===== src/rtl/switch_debounce.sv =====
// Purpose: synchronise and debounce N_SW raw switch lines into clean levels plus rise/fall/any strobes.
// Latency: a raw step reaches sw_clean and its strobe DEBOUNCE_CYCLES+2 clock edges later.
// Backpressure: none; free-running conditioner, and strobes are single-cycle pulses that cannot be stalled.
module switch_debounce #(
    parameter int N_SW            = 4,
    parameter int DEBOUNCE_CYCLES = 1_000_000
) (
    input  logic            clk,
    input  logic            rst,
    input  logic [N_SW-1:0] sw_raw,
    output logic [N_SW-1:0] sw_clean,
    output logic [N_SW-1:0] sw_rise,
    output logic [N_SW-1:0] sw_fall,
    output logic            sw_any
);

    localparam int CW = $clog2(DEBOUNCE_CYCLES + 1);
    localparam logic [CW-1:0] CNT_LAST = CW'(DEBOUNCE_CYCLES - 1);
    localparam logic [CW-1:0] CNT_ONE  = CW'(1);

    typedef enum logic {
        STABLE,
        CANDIDATE
    } state_t;

    logic [N_SW-1:0] sync1;
    logic [N_SW-1:0] sync2;
    state_t          state [N_SW];
    logic [CW-1:0]   cnt   [N_SW];

    logic [N_SW-1:0] qualify;
    logic [N_SW-1:0] rise_nxt;
    logic [N_SW-1:0] fall_nxt;

    always_ff @(posedge clk) begin
        if (rst) begin
            sync1 <= '0;
            sync2 <= '0;
        end else begin
            sync1 <= sw_raw;
            sync2 <= sync1;
        end
    end

    // A channel qualifies on the edge where the differing level has been seen for the full window.
    always_comb begin
        qualify  = '0;
        rise_nxt = '0;
        fall_nxt = '0;
        for (int i = 0; i < N_SW; i++) begin
            qualify[i] = (state[i] == CANDIDATE) && (sync2[i] != sw_clean[i]) && (cnt[i] == CNT_LAST);
        end
        rise_nxt = qualify & sync2;
        fall_nxt = qualify & ~sync2;
    end

    always_ff @(posedge clk) begin
        if (rst) begin
            sw_clean <= '0;
            sw_rise  <= '0;
            sw_fall  <= '0;
            sw_any   <= 1'b0;
            for (int i = 0; i < N_SW; i++) begin
                state[i] <= STABLE;
                cnt[i]   <= '0;
            end
        end else begin
            sw_clean <= sw_clean ^ qualify;
            sw_rise  <= rise_nxt;
            sw_fall  <= fall_nxt;
            sw_any   <= |(rise_nxt | fall_nxt);
            for (int i = 0; i < N_SW; i++) begin
                case (state[i])
                    STABLE: begin
                        if (sync2[i] != sw_clean[i]) begin
                            state[i] <= CANDIDATE;
                            cnt[i]   <= CNT_ONE;
                        end else begin
                            cnt[i]   <= '0;
                        end
                    end
                    CANDIDATE: begin
                        if (sync2[i] == sw_clean[i]) begin
                            state[i] <= STABLE;
                            cnt[i]   <= '0;
                        end else if (cnt[i] == CNT_LAST) begin
                            state[i] <= STABLE;
                            cnt[i]   <= '0;
                        end else begin
                            cnt[i]   <= cnt[i] + CNT_ONE;
                        end
                    end
                    default: begin
                        state[i] <= STABLE;
                        cnt[i]   <= '0;
                    end
                endcase
            end
        end
    end

endmodule


===== config.mk =====
export PLATFORM = sky130hd
export DESIGN_NAME = switch_debounce
export DESIGN_NICKNAME = d
export VERILOG_FILES = /design/src/rtl/switch_debounce.sv
export SDC_FILE = /design/constraint.sdc
export NUM_CORES = 1
export LEC_CHECK = 0
export ABC_AREA = 0
export CORE_MARGIN = 5
export CORE_UTILIZATION = 50
export CTS_BUF_LIST = sky130_fd_sc_hd__clkbuf_8
export CTS_CLUSTER_DIAMETER = 80
export DETAILED_ROUTE_END_ITERATION = 12
export DONT_BUFFER_PORTS = 1
export PLACE_DENSITY_LB_ADDON = 0.12
export SLEW_MARGIN = 20
export SYNTH_ARGS = -nofsm -noshare
export SYNTH_HDL_FRONTEND = slang
export SYNTH_SLANG_ARGS = --single-unit
export TNS_END_PERCENT = 100

===== constraint.sdc =====
create_clock -name clk -period 2.1 [get_ports clk]
set_input_delay 0.315 -clock clk [delete_from_list [all_inputs] [get_ports clk]]
set_output_delay 0.315 -clock clk [all_outputs]
set_load 0.1 [all_outputs]

==> Word-level counts from Yosys, hierarchy flattened <==
Memory sizes are Yosys's and may differ from the RTL's.
Cells that the tools add are included.
{ "totals": {"regBits": 21, "inputBits": 6, "memories": 2, "mem_bits_rw": 84, "out_inout_bits": 13} }
{ "classes": {"n_bitwise": 37, "reduce_logical": 9, "addsub": 4, "n_eq_ne": 12, "n_mux": 122} }
{ "memory_table": {"columns": ["memory", "depth", "width", "read_ports", "rd_clocked_by_memory_dff", "write_ports", "line", "rtl"], "rows": [
  ["cnt", 4, 20, 4, 0, 4, "29", "logic [CW-1:0] cnt [N_SW];"],
  ["state", 4, 1, 4, 0, 4, "28", "state_t state [N_SW];"]
]} }
{ "ops": {"columns": ["op", "n"], "rows": [
  ["two-way mux 20 bit", 20],
  ["two-way mux 1 bit", 102],
  ["adder 20 x 1 -> 20 bit, second input constant", 4],
  ["== test 20 bit, second input constant", 4],
  ["bitwise OR 1 bit", 32],
  ["bitwise AND 4 bit", 2],
  ["logical AND 1 bit", 8],
  ["== test 1 bit", 4],
  ["inequality test 1 bit", 4],
  ["NOT 4 bit", 1],
  ["bitwise OR 4 bit", 1],
  ["OR reduction 4 bit", 1],
  ["XOR 4 bit", 1]
]} }

==> Longest topological paths before layout <==
Gate-level depths: netlist of the first run.
{ "depth": {"word_depth": 10, "ltp_mapped": 6, "depth_no_buf": 5} }

==> Worst setup path after synthesis of the first run <==
OpenSTA, ideal clock, no wires.
{ "synth_path": {"path_type": "flip-flop to flip-flop", "start": "register sw_clean[0]", "end": "memory state[0] (netlist name), enable pin", "required_ns": 1.808, "arrival_time_ns": 1.887, "path_buffers": 1, "setup_slack_ns": -0.079, "path_stages_with_launch": 6, "setup_ns": 0.292, "path_cell_list": "dfxtp_1 -> xnor2_1 -> nor3b_1 -> o21ai_0 -> clkbuf_1 -> o31a_1"} }
{ "synth_lines": {"columns": ["item", "line", "rtl"], "rows": [
  ["start: declaration", "11", "output logic [N_SW-1:0] sw_clean,"],
  ["start signal: assignment", "68", "sw_clean <= sw_clean ^ qualify;"],
  ["end: declaration", "28", null]
]} }

==> run summary, run 1 <==
PnR worst setup slack -> -30.8 ps
Worst r2r src -> cnt[3][15]
Nets@finish -> 672
Worst skew pair latency -> 370 ps
Final count of hold timing violations -> 0
Startpoint Class -> flip-flop
Max-slew violations -> 0
H-tree lvl count -> 3
Wirelength per Cell -> 13.3 microns
Post-synthesis cell type count -> 43
Crit path required time -> 2240 ps
Synth Area in Compound Gates -> 7.82%
Commonest cells after routing, fill and taps aside -> edfxtp_1 (84), conb_1 (80), nor2_1 (63), buf_4 (55), xnor2_1 (33)
Post-DP Area -> 0.00621 sq mm
Avg Synthesized Cell Area -> 10.3 sq um
Synth Flop Type -> edfxtp_1
F_max -> 469 MHz
Status -> complete, but fails checks
Synth Area in Simple Gates -> 25.5%
Cell Area, Synth -> 0.00544 sq mm
Clock power frac -> 33.0%
Min Tclk post-route -> 2130 ps
Sequential share of power -> 61.6%
Reg clk slew, reported paths -> 100 ps
Setup crit end kind -> flip-flop
Antenna-violating nets left -> 0
Finished Layout Cells -> 807
Core ar. -> 0.0107 sq mm
First-pass GRT wire length -> 18.1 mm
Pwr Density -> 585 mW/mm^2
Gr ovfl total -> 0
CP Class -> reg2reg
Site row count -> 38
I/O pin count -> 19
CP Launch Point -> cnt[3][15]
CP peak stage delay -> 560 ps
WL final -> 10.8 mm
Largest family of logic cells by synthesized area -> simple AND/OR/NAND/NOR gates
Initial antenna violation count -> 0
CP dominant cell by count -> or4_4
Switch share -> 22.8%
Die area -> 0.0131 sq mm
# setup viols final -> 12
Initial core utilization -> 50.6%
Cells after Synth -> 527
Placed wire-length estimate -> 7.58 mm
N_diodes -> 0
Final Cycle Share -> 101%
Adder-cell share of the synthesized area -> 0.920%
Vias -> 4178
Initial DRC Count -> 214
Failing checks -> negative setup slack
RePlAce Congestion -> 0.806
Leakage power -> 2.34 nW
Commonest non-fill, non-tap cell in the layout -> edfxtp_1
TritonCTS clock tree -> built
CTS Buf Count -> 9
Die Y -> 114 microns
Internal -> 2.99 mW
RSZ-0062 raised after global routing -> yes
Design area -> 0.00661 sq mm
Worst slack, placed -> -30.2 ps
P_sw -> 0.881 mW
R2R Setup Slk -> -30 ps
Asr flop ratio synth -> 0%
Die width -> 114 microns
Number of global-route vias before repair -> 4082
Ys Warns -> 0
Worst Path Arrival -> 2270 ps
Max Fanout on Critical Path -> 7
Clock Skew -> 5.07 ps
DRC viols -> 0
Slew HR -> 65.7%
Hold Path Class -> in2reg
CTS Root Buffer Type -> clkbuf_8
# clock sinks -> 105
Worst vdd ir -> 0.324 mV
Setup TNS -> -231 ps
Placed cell count -> 776
Share of layout cells above drive strength 1 -> 14.4%
CTS Buffer Depth -> 2
Total GRT Usage -> 17.0%
Largest net degree at the start of global routing -> 28
Post-synthesis mux area share -> 0%
Critical-path cell list -> or4_4 > or4_4 > o21ai_4 > buf_4 > nor2_1
Vias/cell -> 5.18
P&R area growth vs syn -> 21.5%
First-pass DRT Iterations -> 5
EDFF count, synth -> 84
Comb power frac -> 5.4%
Worst-margin pin slew -> 513 ps
Max Cap Viol -> 0
Synthesis-stage register bit count -> 105
I/O Buffers -> 0
Hold Startpoint -> rst
Slowest stage cell, crit path -> or4_4
Xor/xnor share of the synthesized area -> 8.85%
Sequential fraction of the synthesis area -> 54.1%
-- flip-flops by register name (all words and copies together) (netlist names) --
signal,cells
sw_any,1
cnt,80
sw_rise,4
sw_fall,4
sync2,4
state,4
sync1,4
sw_clean,4
-- cell type report --
type	count	area [sq um]
clock buffers	10	138
clock inverters	6	57.6
fillers	971	4130
inverters	17	63.8
multi-input cells	463	2710
flip-flops and latches	105	2940
well taps	140	175
repair buffers	66	526
-- stage by stage --
step                      utilization (%)  power, mW  hold slack, ps
after floorplan                         -       2.55             414
after global placement               57.8       2.60             385
after detailed placement             57.8       2.61             392
after CTS                            60.4       3.88           -15.9
after global routing                 61.5       4.02            2.21
final                                61.5       3.87            19.1
-- layer usage --
metal / track usage [%] / wire, microns / share of wire, % / vias to the layer above
li1: - / - / - / 2129
met1: 22.2 / 5100 / 47 / 1983
met2: 28.3 / 5110 / 48 / 52
met3: 3.70 / 360 / 3.3 / 14
met4: 5.70 / 184 / 1.7 / 0
met5: 0 / 0 / 0 / -
-- worst max-delay path: cells and delay by family (launching register included) --
kind | cells | cell delay, ps
compound gates | 1 | 190
buf+inv | 1 | 190
simple gates | 3 | 1090
flops | 1 | 430
-- power groups by stage --
stage | Sequential [mW] | Combinational (mW) | Clock [mW]
finish | 2.38 | 0.210 | 1.28
global placement | 2.42 | 0.177 | 0
floorplan | 2.42 | 0.133 | 0
CTS | 2.38 | 0.192 | 1.31
detailed placement | 2.43 | 0.180 | 0
global route | 2.39 | 0.238 | 1.39
-- path summary, 6_finish.rpt --
path,to,depth (start not counted)
hold reg to reg,sw_clean[0],2
setup / recovery,cnt[3][10],5
hold / removal,sw_rise[1],1
setup reg to reg,cnt[3][10],5
-- cells by family (layout without fill, tap and decap cells) --
kind of cell | count (synthesis) | count (layout)
adders and majority gates | 4 | 4
other | 1 | 80
buffers and inverters | 38 | 99
AOI/OAI and AO/OA | 72 | 72
and+or+nand+nor | 252 | 252
xor gates and xnor gates | 55 | 55
DFF | 105 | 105
-- synth_stat cells (2+ instances only) --
cell	count	area share, %
nor2_1	64	4.4
o31ai_1	9	1.2
or2_2	2	0.23
or4_4	2	0.41
or3_1	24	2.8
edfxtp_1	84	46
nor2b_1	8	0.92
o31a_1	2	0.32
nand4_1	16	1.8
ha_1	4	0.92
nor3b_1	4	0.55
o21ai_0	20	1.8
and4_1	7	1.1
nor3_1	9	0.83
nor4b_1	6	0.97
xnor2_1	33	5.3
o21bai_1	7	0.97
nor4_1	15	1.7
dfxtp_1	21	7.7
a21oi_1	30	2.8
clkbuf_1	14	0.97
nand2_1	32	2.2
or4_1	12	1.7
and3_1	6	0.69
nand3_1	30	2.8
buf_2	7	0.64
inv_1	17	1.2
and2_1	6	0.69
xor2_1	22	3.5
-- timing repair --
| item | CTS | global route |
|---|---|---|
| gates cloned | 0 | 1 |
| endpoints found under the hold margin | 12 | 4 |
| hold buffers | 7 | 2 |
| buffers inserted | 1 | 4 |
| resized for setup | 2 | 16 |
| pin swaps | 0 | 4 |
| endpoints found under the setup margin | 16 | 45 |
(Power assumes the default switching activity.)
==> run 2, diff against run 1 <==
--- a/config.mk
+++ b/config.mk
@@ -5,7 +5,7 @@
 export SDC_FILE = /design/constraint.sdc
 export NUM_CORES = 1
 export LEC_CHECK = 0
-export ABC_AREA = 0
+export ABC_AREA = 1
 export CORE_MARGIN = 5
 export CORE_UTILIZATION = 50
 export CTS_BUF_LIST = sky130_fd_sc_hd__clkbuf_8
==> run 2 against run 1 <==
The run now ends clean. Sequential power about the same. Register-to-register slack better by 320 ps. Count of clock-buffer cells in the layout up 1. Core utilization down 3.6 points. Clock power up 12%. Clock skew up 2.9 ps. Flip-flop and latch count unchanged. Synthesized cell count up 35%. Global-route usage down 0.38 points. Combinational power down 11%. Critical path depth up 2.
==> run summary, run 2 <==
Area of the multi-input gates -> 0.00271 sq mm (+0.23%)
First-pass DRT Iterations -> 4 (-1)
Placed cell count -> 941 (+21%)
Number of global-route vias before repair -> 4441 (+8.8%)
Sequential fraction of the synthesis area -> 50.8% (-3.3 points)
Finished Layout Cells -> 958 (+19%)
Cells on Worst Hold Path -> 1 (unchanged)
Die area -> 0.0138 sq mm (+5.9%)
Nets@finish -> 820 (+22%)
Vias -> 4520 (+8.2%)
Synth top area cells -> edfxtp_1 (44%), nand2_1 (10%), nor2_1 (9.4%), dfxtp_1 (7.3%), inv_1 (4.9%)
Commonest non-fill, non-tap cell in the layout -> nand2_1
RePlAce Congestion -> 0.850 (+5.4%)
CTS Root Buffer Type -> clkbuf_8
Initial antenna violation count -> 0 (unchanged)
Setup TNS -> 0 ps (+231 ps)
Initial core utilization -> 50.9% (+0.30 points)
Worst Path Arrival -> 1910 ps (-360 ps)
# setup viols final -> 0 (-12)
Pwr Density -> 608 mW/mm^2 (+3.8%)
Largest reg by FF count -> cnt
CP Class -> reg2reg
Commonest cells after routing, fill and taps aside -> nand2_1 (159), nor2_1 (145), edfxtp_1 (84), conb_1 (80), inv_1 (76)
P&R area growth vs syn -> 13.8%
Synth top area share -> 43.6% (-2.8 points)
Total GRT Usage -> 16.7% (-0.38 points)
Reg2Reg Depth -> 7 (+2)
Xor/xnor share of the synthesized area -> 5.29% (-3.6 points)
Cells after Synth -> 710 (+35%)
Initial DRC Count -> 305 (+43%)
Synthesis-stage register bit count -> 105 (unchanged)
Min Tclk post-route -> 1810 ps (-318 ps)
Die Y -> 118 microns (+2.9%)
Post-DP Area -> 0.00635 sq mm (+2.3%)
Design area -> 0.00659 sq mm (-0.36%)
CTS Buffer Depth -> 2 (unchanged)
Slowest stage cell, crit path -> edfxtp_1
Worst Hold Endpoint -> sync1[1]
Setup crit end kind -> flip-flop
First-pass GRT wire length -> 19.4 mm (+6.8%)
Fill cells -> 1059 (+9.1%)
Worst skew pair latency -> 380 ps (about the same)
Site row count -> 39 (+2.6%)
Synth top cells by count -> nand2_1 (159), nor2_1 (145), edfxtp_1 (84)
Startpoint Class -> flip-flop
TritonCTS clock tree -> built
# clock sinks -> 105 (unchanged)
H-tree lvl count -> 3 (unchanged)
I/O pin count -> 19 (unchanged)
Crit path required time -> 2200 ps (-40 ps)
Worst slack, placed -> 314 ps (+344 ps)
Die width -> 118 microns (+2.9%)
Status -> complete, no violations
CP Launch Point -> cnt[2][0]
Hold Path Class -> in2reg
F_max -> 552 MHz (+18%)
Most common cell in the netlist -> nand2_1
Ys Warns -> 0 (unchanged)
Leakage power -> 2.68 nW (+14%)
Largest family of logic cells by synthesized area -> simple AND/OR/NAND/NOR gates
Asr flop ratio synth -> 0% (unchanged)
RSZ-0062 raised after global routing -> no
Max-slew violations -> 0 (unchanged)
Worst r2r src -> cnt[2][0]
Synth area leader -> edfxtp_1
Clock Skew -> 8.02 ps (+2.95 ps)
Final count of hold timing violations -> 0 (unchanged)
Synth Area in Simple Gates -> 31.2% (+5.8 points)
Vias/cell -> 4.72 (-8.9%)
EDFF count, synth -> 84 (unchanged)
Critical R2R Capture -> state[2]
Seq. cell area -> 0.00294 sq mm (about the same)
Max Fanout on Critical Path -> 19 (+12)
Avg Synthesized Cell Area -> 8.16 sq um (-21%)
WL final -> 10.9 mm (+1.1%)
Synth Flop Type -> edfxtp_1
Post-synthesis mux area share -> 0% (unchanged)
Worst vdd ir -> 0.435 mV (+34%)
Gr ovfl total -> 0 (unchanged)
Final Cycle Share -> 86.3% (-15 points)
DRC viols -> 0 (unchanged)
Hold Startpoint -> rst
Post-synthesis cell type count -> 37 (-14%)
Post-CTS setup buffer count -> 0 (-1)
I/O Buffers -> 0 (unchanged)
CTS Buf Count -> 9 (unchanged)
PnR worst setup slack -> 287 ps (+318 ps)
Adder-cell share of the synthesized area -> 0.864% (-0.056 points)
Core ar. -> 0.0114 sq mm (+5.8%)
Wirelength per Cell -> 11.3 microns (-15%)
Reg clk slew, reported paths -> 100 ps (about the same)
Antenna-violating nets left -> 0 (unchanged)
Synth Area in Compound Gates -> 4.30% (-3.5 points)
Share of layout cells above drive strength 1 -> 10.4% (-4.0 points)
Placed wire-length estimate -> 8.18 mm (+7.9%)
Max Cap Viol -> 0 (unchanged)
N_diodes -> 0 (unchanged)
Max reg flops -> 80 (unchanged)
Cell Area, Synth -> 0.00579 sq mm (+6.4%)
Largest net degree at the start of global routing -> 21 (-25%)
R2R Setup Slk -> 290 ps (+320 ps)
Critical-path cell list -> ha_1 > nand3_2 > nor2_2 > nand2_1 > nand2_4 > inv_2 > a21oi_1
CP peak stage delay -> 390 ps (-170 ps)
-- run 2: cell count changes after synthesis, sizes merged, moves of 8 or more --
cell / change
o31ai: -9
nor3: +24
nor4: -16
o21ai: -12
clkbuf: -14
or3: -25
nor2: +88
xnor2: -25
or4: -14
nor2b: -8
nand2: +131
inv: +82
-- run 2: area by class of cell --
class	count	area share [%]
well taps	143	2.72
clock buffers	11	2.30
multi-input cells	574	41.2
clock inverters	5	1.16
inverters	101	5.75
repair buffers	19	2.20
flip-flops and latches	105	44.7
-- run 2: cell families (layout without fill, tap and decap cells) --
group,after synthesis,after routing
fa+ha+maj,4,4
simple gates,410,410
other cells,1,80
compound gates,45,45
flops,105,105
xor+xnor,35,35
buf+inv,110,136
-- run 2: routing by layer --
layer,up-vias,GRT usage (%),share of wire [%]
met5,-,0,0
met4,0,6.88,1.8
met3,18,2.64,3.1
met2,71,27.5,47
met1,2031,21.9,48
li1,2400,-,-
-- run 2: report_power, final --
group	switching, mW	internal [mW]	leakage [nW]
Clock	0.703	0.734	0.120
Sequential	0.0656	2.31	1.04
Combinational	0.126	0.0599	1.52
Total	0.895	3.11	2.68
-- run 2: worst max-delay path by stage --
| stage | endpoint | slack [ps] | cells past startpoint |
|---|---|---|---|
| after detailed placement | state[2] | 310 | 7 |
| after floorplan | state[3] | 20 | 9 |
| after global placement | state[2] | 390 | 7 |
| after global routing | state[2] | 180 | 7 |
| after CTS | state[2] | 300 | 7 |
| final | state[2] | 290 | 7 |
-- run 2: what timing repair did --
item / CTS / global route
endpoints found under the setup margin: 0 / 0
resized for setup: 0 / 0
hold buffers: 1 / 0
endpoints found under the hold margin: 8 / 0
-- run 2: per-stage QoR --
step | util, % | total power [mW] | hold slack, ps
after global placement | 55.8 | 2.60 | 392
after floorplan | - | 2.57 | 388
final | 57.9 | 4.00 | 19.3
after CTS | 57.9 | 4.04 | 3.59
after detailed placement | 55.8 | 2.60 | 392
after global routing | 57.9 | 4.17 | 6.14
-- run 2: worst max-delay path: cells and delay by family, from the launching register on --
kind / cells / cell delay, ps
flip-flops: 1 / 390
buffers and inverters: 1 / 70
AO/OA/AOI/OAI: 1 / 140
AND/OR/NAND/NOR: 4 / 650
adder cells (fa/ha/maj): 1 / 280
